$ cat src/rtl/merge_output_writer_pkg.sv
// Shared definitions for the merge-sort output writer: FSM encoding and line geometry.
package merge_output_writer_pkg;

    typedef enum logic [1:0] {
        StIdle,
        StRun,
        StDrain,
        StDone
    } wr_state_e;

    localparam int unsigned DefaultLineWidth = 512;

    function automatic int unsigned line_bytes(input int unsigned line_width);
        return line_width / 8;
    endfunction

    localparam int unsigned LINE_BYTES = line_bytes(DefaultLineWidth);

endpackage

$ cat src/rtl/line_fifo.sv
// Synchronous line buffer with full/empty flags; enqueue and dequeue may coincide when full.
module line_fifo #(
    parameter int unsigned DEPTH = 4,
    parameter int unsigned WIDTH = 512
) (
    input  logic             clk,
    input  logic             rst_n,
    input  logic             enq,
    input  logic [WIDTH-1:0] enq_data,
    input  logic             deq,
    output logic [WIDTH-1:0] deq_data,
    output logic             full,
    output logic             empty
);
    localparam int unsigned PtrW = (DEPTH > 1) ? $clog2(DEPTH) : 1;

    logic [WIDTH-1:0] mem_q [DEPTH];
    logic [PtrW-1:0]  wr_ptr_q, rd_ptr_q;
    logic [PtrW:0]    count_q;
    logic             do_enq, do_deq;

    assign empty    = (count_q == '0);
    assign full     = (count_q == (PtrW + 1)'(DEPTH));
    assign do_deq   = deq & ~empty;
    assign do_enq   = enq & (~full | do_deq);
    assign deq_data = mem_q[rd_ptr_q];

    // Pointers wrap naturally because DEPTH is a power of two.
    always_ff @(posedge clk or negedge rst_n) begin
        if (!rst_n) begin
            for (int i = 0; i < int'(DEPTH); i++) mem_q[i] <= '0;
            wr_ptr_q <= '0;
            rd_ptr_q <= '0;
            count_q  <= '0;
        end else begin
            if (do_enq) begin
                mem_q[wr_ptr_q] <= enq_data;
                wr_ptr_q        <= wr_ptr_q + 1'b1;
            end
            if (do_deq) rd_ptr_q <= rd_ptr_q + 1'b1;
            case ({do_enq, do_deq})
                2'b10:   count_q <= count_q + 1'b1;
                2'b01:   count_q <= count_q - 1'b1;
                default: count_q <= count_q;
            endcase
        end
    end

endmodule

$ cat src/rtl/merge_output_writer.sv
// Packs pairs of 8-record tuples from the merger root into memory lines and writes them
// out sequentially from a base address.
module merge_output_writer
    import merge_output_writer_pkg::*;
#(
    parameter int unsigned DATA_WIDTH = 32,
    parameter int unsigned LINE_WIDTH = 512,
    parameter int unsigned ADDR_WIDTH = 32,
    parameter int unsigned FIFO_DEPTH = 4
) (
    input  logic                    i_clk,
    input  logic                    i_rst_n,
    input  logic                    i_start,
    input  logic [ADDR_WIDTH-1:0]   i_base_addr,
    input  logic [31:0]             i_num_lines,
    input  logic [8*DATA_WIDTH-1:0] i_data,
    input  logic                    i_write,
    output logic                    o_ready,
    output logic                    o_mem_valid,
    output logic [ADDR_WIDTH-1:0]   o_mem_addr,
    output logic [LINE_WIDTH-1:0]   o_mem_data,
    input  logic                    i_mem_ready,
    output logic                    o_busy,
    output logic                    o_done
);
    // Default geometry uses the shared constant; other widths derive it.
    localparam int unsigned LineBytes =
        (LINE_WIDTH == DefaultLineWidth) ? LINE_BYTES : line_bytes(LINE_WIDTH);

    wr_state_e               state_q, state_d;
    logic [31:0]             num_lines_q, packed_q, sent_q, sent_d;
    logic [ADDR_WIDTH-1:0]   addr_q;
    logic                    half_q;
    logic [8*DATA_WIDTH-1:0] low_q;
    logic                    fifo_full, fifo_empty;
    logic                    pop, accept, push, start_ok;

    assign start_ok    = (state_q == StIdle) & i_start;
    assign pop         = ~fifo_empty & i_mem_ready;
    assign o_ready     = (state_q == StRun) & (~(half_q & fifo_full) | pop);
    assign accept      = i_write & o_ready;
    assign push        = accept & half_q;
    assign sent_d      = sent_q + 32'(pop);
    assign o_mem_valid = ~fifo_empty;
    assign o_mem_addr  = addr_q;
    assign o_busy      = (state_q == StRun) | (state_q == StDrain);
    assign o_done      = (state_q == StDone);

    line_fifo #(
        .DEPTH (FIFO_DEPTH),
        .WIDTH (LINE_WIDTH)
    ) u_line_fifo (
        .clk      (i_clk),
        .rst_n    (i_rst_n),
        .enq      (push),
        .enq_data ({i_data, low_q}),
        .deq      (pop),
        .deq_data (o_mem_data),
        .full     (fifo_full),
        .empty    (fifo_empty)
    );

    always_comb begin
        state_d = state_q;
        unique case (state_q)
            StIdle:  if (i_start) state_d = (i_num_lines == '0) ? StDone : StRun;
            StRun:   if (push && (packed_q + 32'd1 == num_lines_q)) state_d = StDrain;
            // Finish in the cycle after the last request handshake.
            StDrain: if (sent_d == num_lines_q) state_d = StDone;
            StDone:  state_d = StIdle;
            default: state_d = StIdle;
        endcase
    end

    always_ff @(posedge i_clk or negedge i_rst_n) begin
        if (!i_rst_n) begin
            state_q     <= StIdle;
            num_lines_q <= '0;
            packed_q    <= '0;
            sent_q      <= '0;
            addr_q      <= '0;
            half_q      <= 1'b0;
            low_q       <= '0;
        end else begin
            state_q <= state_d;
            if (start_ok) begin
                num_lines_q <= i_num_lines;
                addr_q      <= i_base_addr;
                packed_q    <= '0;
                sent_q      <= '0;
                half_q      <= 1'b0;
            end else begin
                sent_q <= sent_d;
                if (pop) addr_q <= addr_q + ADDR_WIDTH'(LineBytes);
                if (accept) begin
                    if (!half_q) begin
                        low_q  <= i_data;
                        half_q <= 1'b1;
                    end else begin
                        half_q   <= 1'b0;
                        packed_q <= packed_q + 32'd1;
                    end
                end
            end
        end
    end

endmodule

$ cat config.mk
export PLATFORM = sky130hd
export DESIGN_NAME = merge_output_writer
export DESIGN_NICKNAME = d
export VERILOG_FILES = /design/src/rtl/merge_output_writer_pkg.sv /design/src/rtl/line_fifo.sv /design/src/rtl/merge_output_writer.sv
export SDC_FILE = /design/constraint.sdc
export NUM_CORES = 2
export LEC_CHECK = 0
export BUFFER_PORTS_ARGS = -buffer_cell sky130_fd_sc_hd__buf_2
export CORE_UTILIZATION = 60
export DETAILED_ROUTE_END_ITERATION = 8
export GPL_ROUTABILITY_DRIVEN = 0
export PLACE_DENSITY = 0.79
export SKIP_CTS_REPAIR_TIMING = 1
export SLEW_MARGIN = 0
export SYNTH_ARGS = -nofsm -noshare
export SYNTH_HDL_FRONTEND = slang
export SYNTH_SLANG_ARGS = --single-unit
$ cat constraint.sdc
create_clock -name i_clk -period 4 [get_ports i_clk]
set_input_delay 0.4 -clock i_clk [delete_from_list [all_inputs] [get_ports i_clk]]
set_output_delay 0.4 -clock i_clk [all_outputs]
set_load 0.02 [all_outputs]
* Word level (Yosys, flattened, before mapping)
Cells that the tools add are included.
Word-level totals: register bits 2442, input port bits 325, logic and storage cells 86
Operators by class: add/sub/neg operators 7, $lt $le $gt $ge 3, eq/ne operators 11, mux-type cells 21, bitwise logic cells 18, reductions and logical operators 12
Operator list (count):
- $bwmux W2048 | 1
- $mux W512 | 3
- $bmux W512 S2 | 1
- $demux W512 S2 | 1
- $mux W32 | 6
- $eq A32 B32 Y1 | 2
- $add A32 B1 Y32 | 1
- $add A32 B1 Y32 const B | 1
- $add A32 B7 Y32 const B | 1
- $logic_not A32 Y1 | 1
- $and A1 B1 Y1 | 8
- $mux W2 | 4
- $pmux W2 S4 | 1
- $reduce_bool A2 Y1 | 4
- $eq A2 B2 Y1 const B | 3
- $ge A3 B3 Y1 const B | 2
- $not A2 Y3 | 2
- $pmux W3 S2 | 1
- $reduce_and A3 Y1 | 2
- $not A1 Y1 | 5
- $add A2 B1 Y2 const B | 2
- $eq A2 B1 Y1 const B | 2
- $ne A2 B1 Y1 const B | 2
- $add A3 B1 Y3 const B | 1
- 10 further kinds | 15

* Logic depth before layout (Yosys ltp)
word-level depth 10, gate-level depth with buffers 13

* Cells and area by module
Synthesis repeated with hierarchy kept, for this count alone.
Second synthesis, totals: cells, all modules 6496, area total of the unflattened synthesis 106811.2 µm²
Modules (own cells, without submodules):
- line_fifo | times used 1, cells an instance 4987, area each 89230.6 µm², sequential area each 51424.3 µm²
- merge_output_writer | times used 1, cells an instance 1509, area each 17580.6 µm², sequential area each 9684.3 µm²

* Worst setup path after synthesis
No wires, ideal clock.
kind reg2reg, from register u_line_fifo.count_q[0], to register state_q[1], library setup time 120 ps, data arrival time 3397 ps, slack 483 ps, cell stages (with the launch flop) 14, buffers on the path 1, clock period less this slack 3517 ps, cell sequence dfrtp_1 > or3_1 > and2_1 > ha_1 > clkbuf_1 > inv_1 > nor4_2 > nand4_1 > xor2_1 > o2111ai_1 > or3_4 > o41ai_4 > a21oi_1 > a31o_1
On the way: longest elaborated chain between the ends 10
Ends and longest elaborated chain:
- start, declared | RTL line line_fifo.sv:19 | logic [PtrW:0] count_q;
- start signal, assigned | RTL line line_fifo.sv:42 | 2'b10: count_q <= count_q + 1'b1;
- start signal, assigned | RTL line line_fifo.sv:43 | 2'b01: count_q <= count_q - 1'b1;
- start signal, assigned | RTL line line_fifo.sv:44 | default: count_q <= count_q;
- $logic_not A3 Y1 (*) | RTL line line_fifo.sv:22 | assign empty = (count_q == '0);
- $not A1 Y1 (*)
- via o_mem_valid | RTL line merge_output_writer.sv:19 | output logic o_mem_valid,
- $and A1 B1 Y1 (*) | RTL line merge_output_writer.sv:39 | assign pop = ~fifo_empty & i_mem_ready;
- branches (longest 6 deep; another with $add A32 B1 Y32)
- $reduce_and A3 Y1 (no source line) (*)
- end signal, assigned | RTL line merge_output_writer.sv:77 | state_q <= StIdle;
- end signal, assigned | RTL line merge_output_writer.sv:85 | state_q <= state_d;
- end, declared | RTL line merge_output_writer.sv:30 | wr_state_e state_q, state_d;
Mark *: on every way through the listed nets, which the timed path passes. A chain may end at the register's enable or synchronous reset.

* Final worst setup path
from register u_line_fifo.count_q[1], to register state_q[1]
On the way: longest elaborated chain between the ends 10
Ends and longest elaborated chain:
- branches (longest 9 deep; another with $add A32 B1 Y32)
- $reduce_and A3 Y1 (no source line) (*)
Every way passes the cells marked *.

==> results.sh <==
export IMPL_synth_xor_area_share_pct=1.37
export IMPL_root_buffer="clkbuf_16"
export IMPL_via_per_inst=6.05
export IMPL_clkLatencyLatePin_ps=890
export IMPL_synth_seq_area_share_pct=58.1
export IMPL_wire_per_inst_um=25.0
export IMPL_cts_sinks=2442
export IMPL_layout_min_cycle_time_ps=3640
export IMPL_synth_top_cell_area_share_pct=58.1
export IMPL_antenna_found_initial=24
export IMPL_grt_pass1_vias=64100
export IMPL_synthTopCellsByArea="dfrtp_1 (58%), mux2_2 (25%), mux4_2 (11%)"
export IMPL_drtIter0Drc=3962
export IMPL_power_share_clock_pct=21.3
export IMPL_portBuffers=872
export IMPL_netlist_area_um2=105000
export IMPL_arrival_ps=4420
export IMPL_grt_pass1_wl_um=384000
export IMPL_finalSetupViolations=0
export IMPL_die_w_um=421
export IMPL_final_layout_size_suffix_gt1_share_pct=54.1
export IMPL_yosys_top_cells_count="dfrtp_1 (2,442), mux2_2 (2,304), mux4_2 (512)"
export IMPL_synth_warnings=0
export IMPL_power_switching_mw=37.4
export IMPL_synthFlopType="dfrtp_1"
export IMPL_gr_usage_met1_pct=37.0
export IMPL_synth_top_family_by_area="multiplexers"
export IMPL_muxShareOfSynthArea_pct=35.7
export IMPL_synth_cells=6480
export IMPL_postRouteWirelength_um=255000
export IMPL_area_delta_synth_final_pct=18.4
export IMPL_dr_pass1_iters=5
export IMPL_route_detailed_drc=0
export IMPL_clockBufferDepth=3
export IMPL_max_slew_margin_pct=26.7
export IMPL_p_leak_nw=58.3
export IMPL_pwr_share_seq_pct=40.0
export IMPL_use_met3_pct=7.03
export IMPL_die_area_um2=177000
export IMPL_fill_cells=10700
export IMPL_status="finished clean"
export IMPL_ys_seq_elements=2442
export IMPL_synth_adder_area_share_pct=0.195
export IMPL_cp_top_family="simple AND/OR/NAND/NOR gates"
export IMPL_busiest_layer="met2"
export IMPL_design_core_area_um2=174000
export IMPL_p_int_mw=69.3
export IMPL_p_total_mw=107
export IMPL_power_density_nw_per_um2=858
export IMPL_cp_start_kind="flop"
export IMPL_grt_usage_pct=28.2
export IMPL_synth_simple_area_share_pct=2.29
export IMPL_ioPinCount=873
export IMPL_crit_slowest_cell="or4_1"
export IMPL_finClkSkew_ps=53.0
export IMPL_postPlaceCellArea_um2=113000
export IMPL_syn_avg_cell_area_um2=16.2
export IMPL_overflow=0
export IMPL_fin_nets=7996
export IMPL_cts_tree="done"
export IMPL_slowest_delay_ps=540
export IMPL_dp_hpwl_um=162000
export IMPL_worst_slew_pin_slew_ps=1100
export IMPL_final_hold_viol_count=0
export IMPL_required_ps=4780
export IMPL_grt_max_degree=160
export IMPL_sw_frac_of_total_pct=35.0
export IMPL_worst_path_max_fanout=11
export IMPL_peakVddDrop_uv=502
export IMPL_period_share_pct=91.0
export IMPL_start_util_pct=60.4
export IMPL_hp_class="input port to flop"
export IMPL_use_met2_pct=44.4
export IMPL_path_buf_inv=0
export IMPL_synth_cell_types=75
export IMPL_numCtsBuffers=236
export IMPL_path_clk_slew_ps=60
export IMPL_syn_nets=6820
export IMPL_synthArstFlopShare_pct=100
export IMPL_htree_levels=4
export IMPL_rsz0062_at_grt="no"
export IMPL_drv_slew=0
export IMPL_synth_most_common_cell="dfrtp_1"
export IMPL_drv_max_cap_violation_count=0
export IMPL_antenna_left=0
export IMPL_end_kind="flop"
export IMPL_clock_fmax_ghz=0.275
export IMPL_synth_compound_area_share_pct=0.698
export IMPL_row_count=153
export IMPL_fin_area_um2=124000
export IMPL_synth_edf_count=0
export IMPL_rrSetupSlack_ps=360
export IMPL_vias=61700
export IMPL_final_setup_tns_ps=0
export IMPL_cp_cell_sequence="or3_1 -> and2_1 -> ha_1 -> nand3_1 -> or4_1 -> or3_1 -> o31ai_1 -> or4_1 -> or3_4 -> o41ai_4 -> a21oi_1 -> a31o_1"
export IMPL_die_h_um=421
export IMPL_comb_power_share_pct=38.8
export IMPL_critPathKind="flop to flop"
export IMPL_synth_area_leader_cell="dfrtp_1"
-- area by class of cell --
type | count | area, um2 | share of cell area (%)
Sequential cell | 2442 | 61100 | 49.1
Multi-Input combinational cell | 3591 | 42300 | 34.0
Timing Repair Buffer | 1363 | 9920 | 7.98
Clock buffer | 369 | 7080 | 5.69
Tap cell | 2325 | 2910 | 2.34
Clock inverter | 65 | 901 | 0.724
Inverter | 22 | 82.6 | 0.0664
Antenna cell | 21 | 52.6 | 0.0422
-- worst register-to-register path: cells and delay by family, from the launching register on --
kind	cells	cell delay, ps
compound gates	4	770
simple gates	7	2080
fa+ha+maj	1	320
flops	1	400
-- power by group through the flow --
stage	combinational (mW)	clock (mW)	sequential [mW]
3_5_place_dp	41.0	0	42.7
2_1_floorplan	28.9	0	40.2
5_1_grt	43.7	24.0	44.0
4_1_cts	41.3	23.0	42.5
6_report	41.4	22.7	42.7
3_3_place_gp	40.1	0	41.8
-- through the flow --
step / setup WS (ps) / util (%) / cells / hold slack (ps)
after detailed placement: 280 / 65.0 / 9421 / 461
after CTS: 290 / 69.6 / 9855 / -441
after floorplan: 483 / - / 6480 / 104
final: 360 / 71.5 / 10200 / 111
after global routing: 115 / 71.5 / 10200 / 111
after global placement: 315 / 65.0 / 9421 / 452
-- kinds of logic after synthesis --
family          after synthesis
compound gates              115
xor+xnor                    161
fa+ha+maj                    16
buf+inv                     447
flops                      2442
mux                        2819
simple gates                480
-- final timing paths --
path / start / end / depth (start not counted)
min in group asynchronous: i_rst_n / u_line_fifo.mem_q[1292] / 2
worst min register to register: o_mem_addr[2] / o_mem_addr[2] / 2
worst max-delay path: u_line_fifo.count_q[1] / state_q[1] / 12
max in group asynchronous: i_rst_n / u_line_fifo.mem_q[1420] / 3
worst max register to register: u_line_fifo.count_q[1] / state_q[1] / 12
worst min-delay path: i_mem_ready / sent_q[0] / 4
-- metal layers --
layer	share of wire [%]	vias up
met5	0.014	-
met4	5.0	6
met3	5.9	580
met2	49	1724
met1	40	33000
li1	-	26400
-- flip-flops by register name, summed over array words and instances, names as in the netlist --
name                  count
u_line_fifo.count_q       3
o_mem_addr               32
u_line_fifo.rd_ptr_q      2
u_line_fifo.wr_ptr_q      2
packed_q                 32
half_q                    1
u_line_fifo.mem_q      2048
state_q                   2
low_q                   256
sent_q                   32
num_lines_q              32
-- layout by cell type (no fill, tap or decap), types with 85 or more instances in the layout --
master / count
clkbuf_16: 238
dlygate4sd3_1: 322
buf_2: 871
buf_12: 85
nand2_1: 179
mux2_2: 2304
dfrtp_1: 2440
buf_4: 85
nor2_1: 85
mux4_2: 512
(Power assumes the default switching activity.)
